==> src/rtl/mem_port_arbiter.sv <==
// Round-robin arbiter sharing one memory port between instruction fetch and load/store.
// One transaction in flight; request ready is combinational in IDLE, responses are one-cycle pulses.
module mem_port_arbiter #(
    parameter int ADDR_WIDTH = 32,
    parameter int DATA_WIDTH = 32
) (
    input  logic                  clk,
    input  logic                  reset,
    input  logic                  fetch_req_valid,
    input  logic [ADDR_WIDTH-1:0] fetch_req_addr,
    output logic                  fetch_req_ready,
    output logic                  fetch_resp_valid,
    output logic [DATA_WIDTH-1:0] fetch_resp_data,
    input  logic                  data_req_valid,
    input  logic [ADDR_WIDTH-1:0] data_req_addr,
    input  logic                  data_req_we,
    input  logic [DATA_WIDTH-1:0] data_req_wdata,
    output logic                  data_req_ready,
    output logic                  data_resp_valid,
    output logic [DATA_WIDTH-1:0] data_resp_data,
    output logic                  mem_valid,
    output logic [ADDR_WIDTH-1:0] mem_addr,
    output logic                  mem_we,
    output logic [DATA_WIDTH-1:0] mem_wdata,
    input  logic                  mem_ready,
    input  logic                  mem_rvalid,
    input  logic [DATA_WIDTH-1:0] mem_rdata,
    output logic                  spurious_resp
);

    typedef enum logic [1:0] {IDLE, REQ, WAIT, RESP} state_t;

    state_t                state_q;
    logic                  last_grant_q;   // 1 = data was granted last
    logic                  owner_q;        // 1 = data owns the transaction
    logic [ADDR_WIDTH-1:0] addr_q;
    logic                  we_q;
    logic [DATA_WIDTH-1:0] wdata_q;
    logic [DATA_WIDTH-1:0] fetch_rdata_q;
    logic [DATA_WIDTH-1:0] data_rdata_q;
    logic                  spurious_q;
    logic                  grant_fetch;
    logic                  grant_data;

    // On a tie, the requester that did not win last time gets the port.
    assign grant_fetch = !reset && (state_q == IDLE) && fetch_req_valid
                         && (!data_req_valid || last_grant_q);
    assign grant_data  = !reset && (state_q == IDLE) && data_req_valid
                         && (!fetch_req_valid || !last_grant_q);

    assign fetch_req_ready  = grant_fetch;
    assign data_req_ready   = grant_data;
    assign fetch_resp_valid = (state_q == RESP) && !owner_q;
    assign data_resp_valid  = (state_q == RESP) && owner_q;
    assign fetch_resp_data  = fetch_rdata_q;
    assign data_resp_data   = data_rdata_q;
    assign mem_valid        = (state_q == REQ);
    assign mem_addr         = addr_q;
    assign mem_we           = we_q;
    assign mem_wdata        = wdata_q;
    assign spurious_resp    = spurious_q;

    always_ff @(posedge clk) begin
        if (reset) begin
            state_q       <= IDLE;
            last_grant_q  <= 1'b1;
            owner_q       <= 1'b0;
            addr_q        <= '0;
            we_q          <= 1'b0;
            wdata_q       <= '0;
            fetch_rdata_q <= '0;
            data_rdata_q  <= '0;
            spurious_q    <= 1'b0;
        end else begin
            if (mem_rvalid && (state_q != WAIT)) begin
                spurious_q <= 1'b1;
            end
            case (state_q)
                IDLE: begin
                    if (grant_fetch) begin
                        owner_q      <= 1'b0;
                        last_grant_q <= 1'b0;
                        addr_q       <= {fetch_req_addr[ADDR_WIDTH-1:2], 2'b00};
                        we_q         <= 1'b0;
                        wdata_q      <= '0;
                        state_q      <= REQ;
                    end else if (grant_data) begin
                        owner_q      <= 1'b1;
                        last_grant_q <= 1'b1;
                        addr_q       <= data_req_addr;
                        we_q         <= data_req_we;
                        wdata_q      <= data_req_wdata;
                        state_q      <= REQ;
                    end
                end
                REQ: begin
                    if (mem_ready) begin
                        if (we_q) begin
                            data_rdata_q <= '0;
                            state_q      <= RESP;
                        end else begin
                            state_q <= WAIT;
                        end
                    end
                end
                WAIT: begin
                    if (mem_rvalid) begin
                        if (owner_q) begin
                            data_rdata_q <= mem_rdata;
                        end else begin
                            fetch_rdata_q <= mem_rdata;
                        end
                        state_q <= RESP;
                    end
                end
                RESP: begin
                    state_q <= IDLE;
                end
                default: begin
                    state_q <= IDLE;
                end
            endcase
        end
    end

endmodule

==> config.mk <==
export PLATFORM = sky130hd
export DESIGN_NAME = mem_port_arbiter
export DESIGN_NICKNAME = d
export VERILOG_FILES = /design/src/rtl/mem_port_arbiter.sv
export SDC_FILE = /design/constraint.sdc
export NUM_CORES = 1
export LEC_CHECK = 0
export ABC_AREA = 1
export BUFFER_PORTS_ARGS = -buffer_cell sky130_fd_sc_hd__buf_2
export CAP_MARGIN = 15
export CORE_MARGIN = 2
export CORE_UTILIZATION = 40
export DETAILED_ROUTE_END_ITERATION = 16
export PLACE_DENSITY = 0.77
export SLEW_MARGIN = 20
export SYNTH_ARGS = -nofsm -noshare
export SYNTH_HDL_FRONTEND = slang
export SYNTH_SLANG_ARGS = --single-unit
export TNS_END_PERCENT = 100
==> constraint.sdc <==
create_clock -name clk -period 1.9 [get_ports clk]
set_input_delay 0.095 -clock clk [delete_from_list [all_inputs] [get_ports clk]]
set_output_delay 0.095 -clock clk [all_outputs]
set_load 0.02 [all_outputs]
## After elaboration in Yosys (flattened, before gate mapping)

Cells that the tools add are included.

| storage, ports and cells | value |
|---|---|
| logic and storage cells | 60 |
| register bits | 134 |
| output and inout port bits | 135 |
| bits of input ports | 135 |

| cells by class | value |
|---|---|
| multiplexer cells | 19 |
| bitwise gates (word level) | 1 |
| eq/ne operators | 9 |
| reduce and logical (&&, ||, !) cells | 22 |

Operators with widths:

| cell | number |
|---|---|
| $mux W32 | 8 |
| $pmux W32 S2 | 1 |
| $logic_and A1 B1 Y1 | 8 |
| $mux W2 | 4 |
| $pmux W2 S4 | 1 |
| $ne A2 B2 Y1 const B | 3 |
| $reduce_and A3 Y1 | 2 |
| $logic_not A1 Y1 | 5 |
| $mux W1 | 5 |
| $reduce_and A5 Y1 | 1 |
| $eq A2 B2 Y1 const B | 2 |
| $ne A2 B1 Y1 const B | 2 |
| $reduce_bool A2 Y1 | 2 |
| $ne A3 B3 Y1 const B | 1 |
| $eq A2 B1 Y1 const B | 1 |
| $logic_not A2 Y1 | 1 |
| $logic_or A1 B1 Y1 | 2 |
| $reduce_and A2 Y1 | 1 |
| $not A1 Y1 | 1 |

## Logic depth before layout (Yosys ltp)

| logic depth | value |
|---|---|
| word-level depth | 7 |
| gate-level depth with buffers | 12 |
| gate-level depth less buffers | 10 |

## Worst setup path after synthesis

Ideal clock, no wire load.

| timing path | value |
|---|---|
| path kind | register to register |
| start | register state_q[1] |
| end | register data_rdata_q[23] (netlist: data_resp_data[23]) |
| buffers on the path | 1 |
| data arrival time | 1.461 ns |
| period minus slack after synthesis | 1.574 ns |
| path slack | 0.326 ns |
| required time | 1.787 ns |
| cell stages (with the launch flop) | 12 |
| path through | dfxtp_1 inv_1 ha_1 nand2_1 o21ai_2 inv_2 nand2_2 nor2_8 buf_4 nand2_1 nand2_1 nor2_1 |

| between the ends | value |
|---|---|
| longest elaborated chain between the ends | 3 |
| elaborated cells on any way between the ends | 9 |
| those cells by class | 6 x eq/ne; 1 x mux; 2 x reduce/logical |

Ends and longest elaborated chain:

| element | RTL line | text |
|---|---|---|
| start, declared | 33 | `state_t state_q;` |
| start signal, assigned | 65 | `state_q <= IDLE;` |
| start signal, assigned | 86 | `state_q <= REQ;` |
| start signal, assigned | 93 | `state_q <= REQ;` |
| $eq A2 B1 Y1 * | -- |  |
| via mem_valid | 21 | `output logic mem_valid,` |
| $ne A2 B1 Y1 (no source line) / $reduce_bool A2 Y1 (equally long branches) | -- |  |
| $reduce_and A5 Y1 (no source line) | -- |  |
| end signal, assigned | 109 | `data_rdata_q <= mem_rdata;` |
| end, declared | 40 | `logic [DATA_WIDTH-1:0] data_rdata_q;` |

The timed path passes the listed nets; every way through them passes the cells marked *.
A chain may end at the register's enable or synchronous reset.

## Final worst setup path

| timing path | value |
|---|---|
| start | register state_q[0] |
| end | output port data_req_ready |

| between the ends | value |
|---|---|
| longest elaborated chain between the ends | 4 |

Ends and longest elaborated chain:

| element | RTL line | text |
|---|---|---|
| $logic_not A2 Y1 | 48 | `assign grant_data = !reset && (state_q == IDLE) && data_req_valid` |
| $logic_and A1 B1 Y1 (2 in a row) | 48 |  |
| $logic_and A1 B1 Y1 | 49 | `&& (!fetch_req_valid \|\| !last_grant_q);` |
| end, declared | 18 | `output logic data_req_ready,` |

No other way between the ends.

==> results.md <==
* Multi-input gate area at 0.00234 sq mm
* Final count of negative-setup-slack endpoints at 0
* Reported max-cap violation count at 0
* YS warnings at 0
* DRC marker count from the first detailed-route iteration at 503
* Delay of the slowest cell on the worst path at 0.33 ns
* Dominant register cell in the synthesized netlist: sky130_fd_sc_hd__dfxtp_1
* Post-route DRC violation count at 0
* Syn avg cell area at 7.26 sq um
* Number of nets in the finished design at 1225
* Initial antenna violation count at 0
* Global-route wire length before repair at 28600 um
* Total vias in the final route at 6332
* Data arrival time of the critical path at 1.70 ns
* Clk sinks at 134
* Highest fanout seen on the critical path at 37
* Effective utilization at floorplan at 41.1%
* Category of the most critical setup path: reg2out
* Number of instances on the worst hold path at 3
* Overall Global Routing Usage at 24.7%
* Number of buffers added by the clock tree synthesis step at 17
* Routed WL at 18200 um
* CTS tree: yes
* Type of element launching the critical path: flip-flop
* Clk pin slew, worst setup/hold paths at 0.06 ns
* Capturing point of the worst reg2reg path: data_resp_data[1]
* Setup repair after global routing missed its margin: false
* Per-cell routed wire length at 14.3 um
* Length of the first detailed-routing pass in iterations at 5
* Synth-to-Final Area Change at 54.1%
* Number of inserted filler cells in the final layout at 1116
* Leftover overflow at the end of global routing at 0
* Net Count, Synth at 892
* Required arrival time at the worst endpoint at 1.80 ns
* Number of buffers on the longest clock path at 2
* Worst IR Drop VDD at 603 uV
* Chip width at 121 um
* Count of final hold-check violations at 0
* Final critical delay including setup and external delays at 1.79 ns
* Max-slew violation total from the final report at 0
* Transition time at the pin with the least slew margin at 0.768 ns
* Fraction of registers with async set/reset at 0%
* Half-perimeter wire length of the detailed placement result at 10700 um
* Weighted congestion at the end of routability-driven global placement at 0.838
* Final worst path period share at 94.3%
* # IOs at 270
* CP max-delay cell: sky130_fd_sc_hd__dfxtp_1
* Die area at 0.0146 sq mm
* Most area-consuming cells after synthesis: sky130_fd_sc_hd__dfxtp_1 (49%), sky130_fd_sc_hd__nand2_1 (14%), sky130_fd_sc_hd__a21oi_1 (9.4%), sky130_fd_sc_hd__nand3_1 (6.3%), sky130_fd_sc_hd__nor2_1 (4.7%)
* CTS Root Buffer Type: sky130_fd_sc_hd__clkbuf_16
* Placeable core region at 0.0133 sq mm
* Cell-by-cell trace of the critical path: inv_2, ha_4, nand4_2, clkinv_8, buf_2
* EDFF count, synth at 0
* Via count normalized by instance count at 4.96
* Relative slew slack at 48.8%
* Row count at 42
* Top cells by instance count after synthesis: sky130_fd_sc_hd__nand2_1 (203), sky130_fd_sc_hd__dfxtp_1 (134), sky130_fd_sc_hd__a21oi_1 (103)
* Share of final-layout standard cells stronger than drive strength 1 at 29.5%
* Share of synthesized area occupied by flip-flops and latches at 49.1%
* Lkg Pwr at 4.06 nW
* Total power at 11.1 mW
* Post-synthesis register bit count at 134
* Die boundary height at 121 um
* Worst-case setup slack after placement at 0.0636 ns
* Summed area of non-filler cells in the final layout at 0.00843 sq mm
* Total placed instance area at 0.00691 sq mm
* Yosys top cell area share at 49.1%
* Top-count cell post-synth: sky130_fd_sc_hd__nand2_1
* Status: complete, no violations
* Number of global-route vias before repair at 6053
* Fin Setup TNS at 0 ns
* Power density normalized to cell area at 1320 mW/mm^2
* Worst reg2reg path depth at 11
* Post-detailed-route count of antenna-violating nets at 0
* Critical path buffers and inverters at 3
* Setup crit end kind: output port
* Destination of the worst hold path: mem_addr[23]
* Clk Latency, worst-skew pair at 0.41 ns
* Top delay family on crit path: buffers and inverters
* Syn Inst Count at 753
* Quantity of I/O buffers inserted on ports at 267
* Setup slack of the worst register-to-register path at 0.17 ns
* Count of cell types in the netlist at 22
* Post-layout worst setup margin at 0.108 ns
* Synth area leader: sky130_fd_sc_hd__dfxtp_1
* Maximum frequency from static timing analysis at 0.558 GHz
* H-tree levels at 4
* Maximum number of pins on one net before global-route repair at 71
* Startpoint of the worst-slack reg-to-reg timing path: state_q[0]
* Register area at 0.00268 sq mm
* Hold path startpoint: fetch_req_addr[23]
* Setup clock skew after layout at 0.00704 ns
* Synth Cell Area at 0.00547 sq mm
* HP Class: in2reg
## how the worst max path moves through the flow
stage,depth (start not counted),end,slack [ns],from
2_1_floorplan,11,data_resp_data[23],0.33,state_q[1]
3_3_place_gp,5,data_req_ready,0.14,state_q[0]
3_5_place_dp,6,mem_wdata[2],0.06,state_q[0]
4_1_cts,5,data_req_ready,0.02,state_q[1]
5_1_grt,5,data_req_ready,0.01,state_q[0]
6_report,5,data_req_ready,0.11,state_q[0]
## stage by stage
stage / hold WS, ns / instances / utilization [%]
global placement: 0.348 / 1153 / 52.0
global route: 0.0216 / 1275 / 63.4
CTS: 0.00217 / 1276 / 63.4
finish: 0.0118 / 1277 / 63.4
detailed placement: 0.354 / 1153 / 52.0
floorplan: 0.243 / 753 / -
## state kept, by name, indices dropped and copies added, names as in the netlist
register and flops:
last_grant_q 1, owner_q 1, mem_we 1, data_resp_data 32, state_q 2, spurious_resp 1
mem_addr 32, fetch_resp_data 32, mem_wdata 32
## area by class of cell
type	instances	share of cell area (%)
Sequential cell	134	31.8
Clock buffer	24	5.60
Timing Repair Buffer	372	28.8
Tap cell	176	2.61
Clock inverter	8	1.17
Inverter	43	2.09
Multi-Input combinational cell	518	27.8
Antenna cell	2	0.0594
## cell families after synthesis
kind of cell | Yosys count | synth area share (%)
fa+ha+maj | 4 | 0.915
flops | 134 | 49.1
compound gates | 167 | 15.4
buf+inv | 101 | 8.46
simple gates | 347 | 26.2
## tightest hold or removal path, delay by kind of cell
kind,cells,cell delay [ns]
buffers and inverters,1,0.07
AOI/OAI and AO/OA,2,0.22
## cells in the final DEF (no fill, tap or decap), types with 5 or more instances in the layout
cell	count
sky130_fd_sc_hd__o21ai_1	13
sky130_fd_sc_hd__nand3_1	69
sky130_fd_sc_hd__buf_12	6
sky130_fd_sc_hd__inv_2	5
sky130_fd_sc_hd__clkbuf_1	5
sky130_fd_sc_hd__dlygate4sd3_1	91
sky130_fd_sc_hd__a21oi_1	103
sky130_fd_sc_hd__o21ai_0	50
sky130_fd_sc_hd__nor2_1	69
sky130_fd_sc_hd__dfxtp_1	133
sky130_fd_sc_hd__buf_2	267
sky130_fd_sc_hd__inv_1	36
sky130_fd_sc_hd__nand2_1	203
sky130_fd_sc_hd__buf_4	8
sky130_fd_sc_hd__clkbuf_16	17
## power by group
part / switching [mW] / internal [mW]
sequential: 0.303 / 3.40
combinational: 2.73 / 1.50
clock: 1.20 / 2.00
total: 4.23 / 6.89
## routing by layer
metal	vias to the layer above	track usage [%]	wire, um
met1	2873	25.9	7000
li1	3103	-	-
met3	60	6.91	1270
met5	-	0	0
met4	0	14.8	782
met2	296	43.5	9170
## what timing repair did
item,CTS,global route
gates resized for setup,10,2
endpoints found under the setup margin,2,2
endpoints found under the hold margin,116,0
hold buffers,91,0
buffers inserted,0,0
No activity file was read; power rests on OpenSTA's default activity.
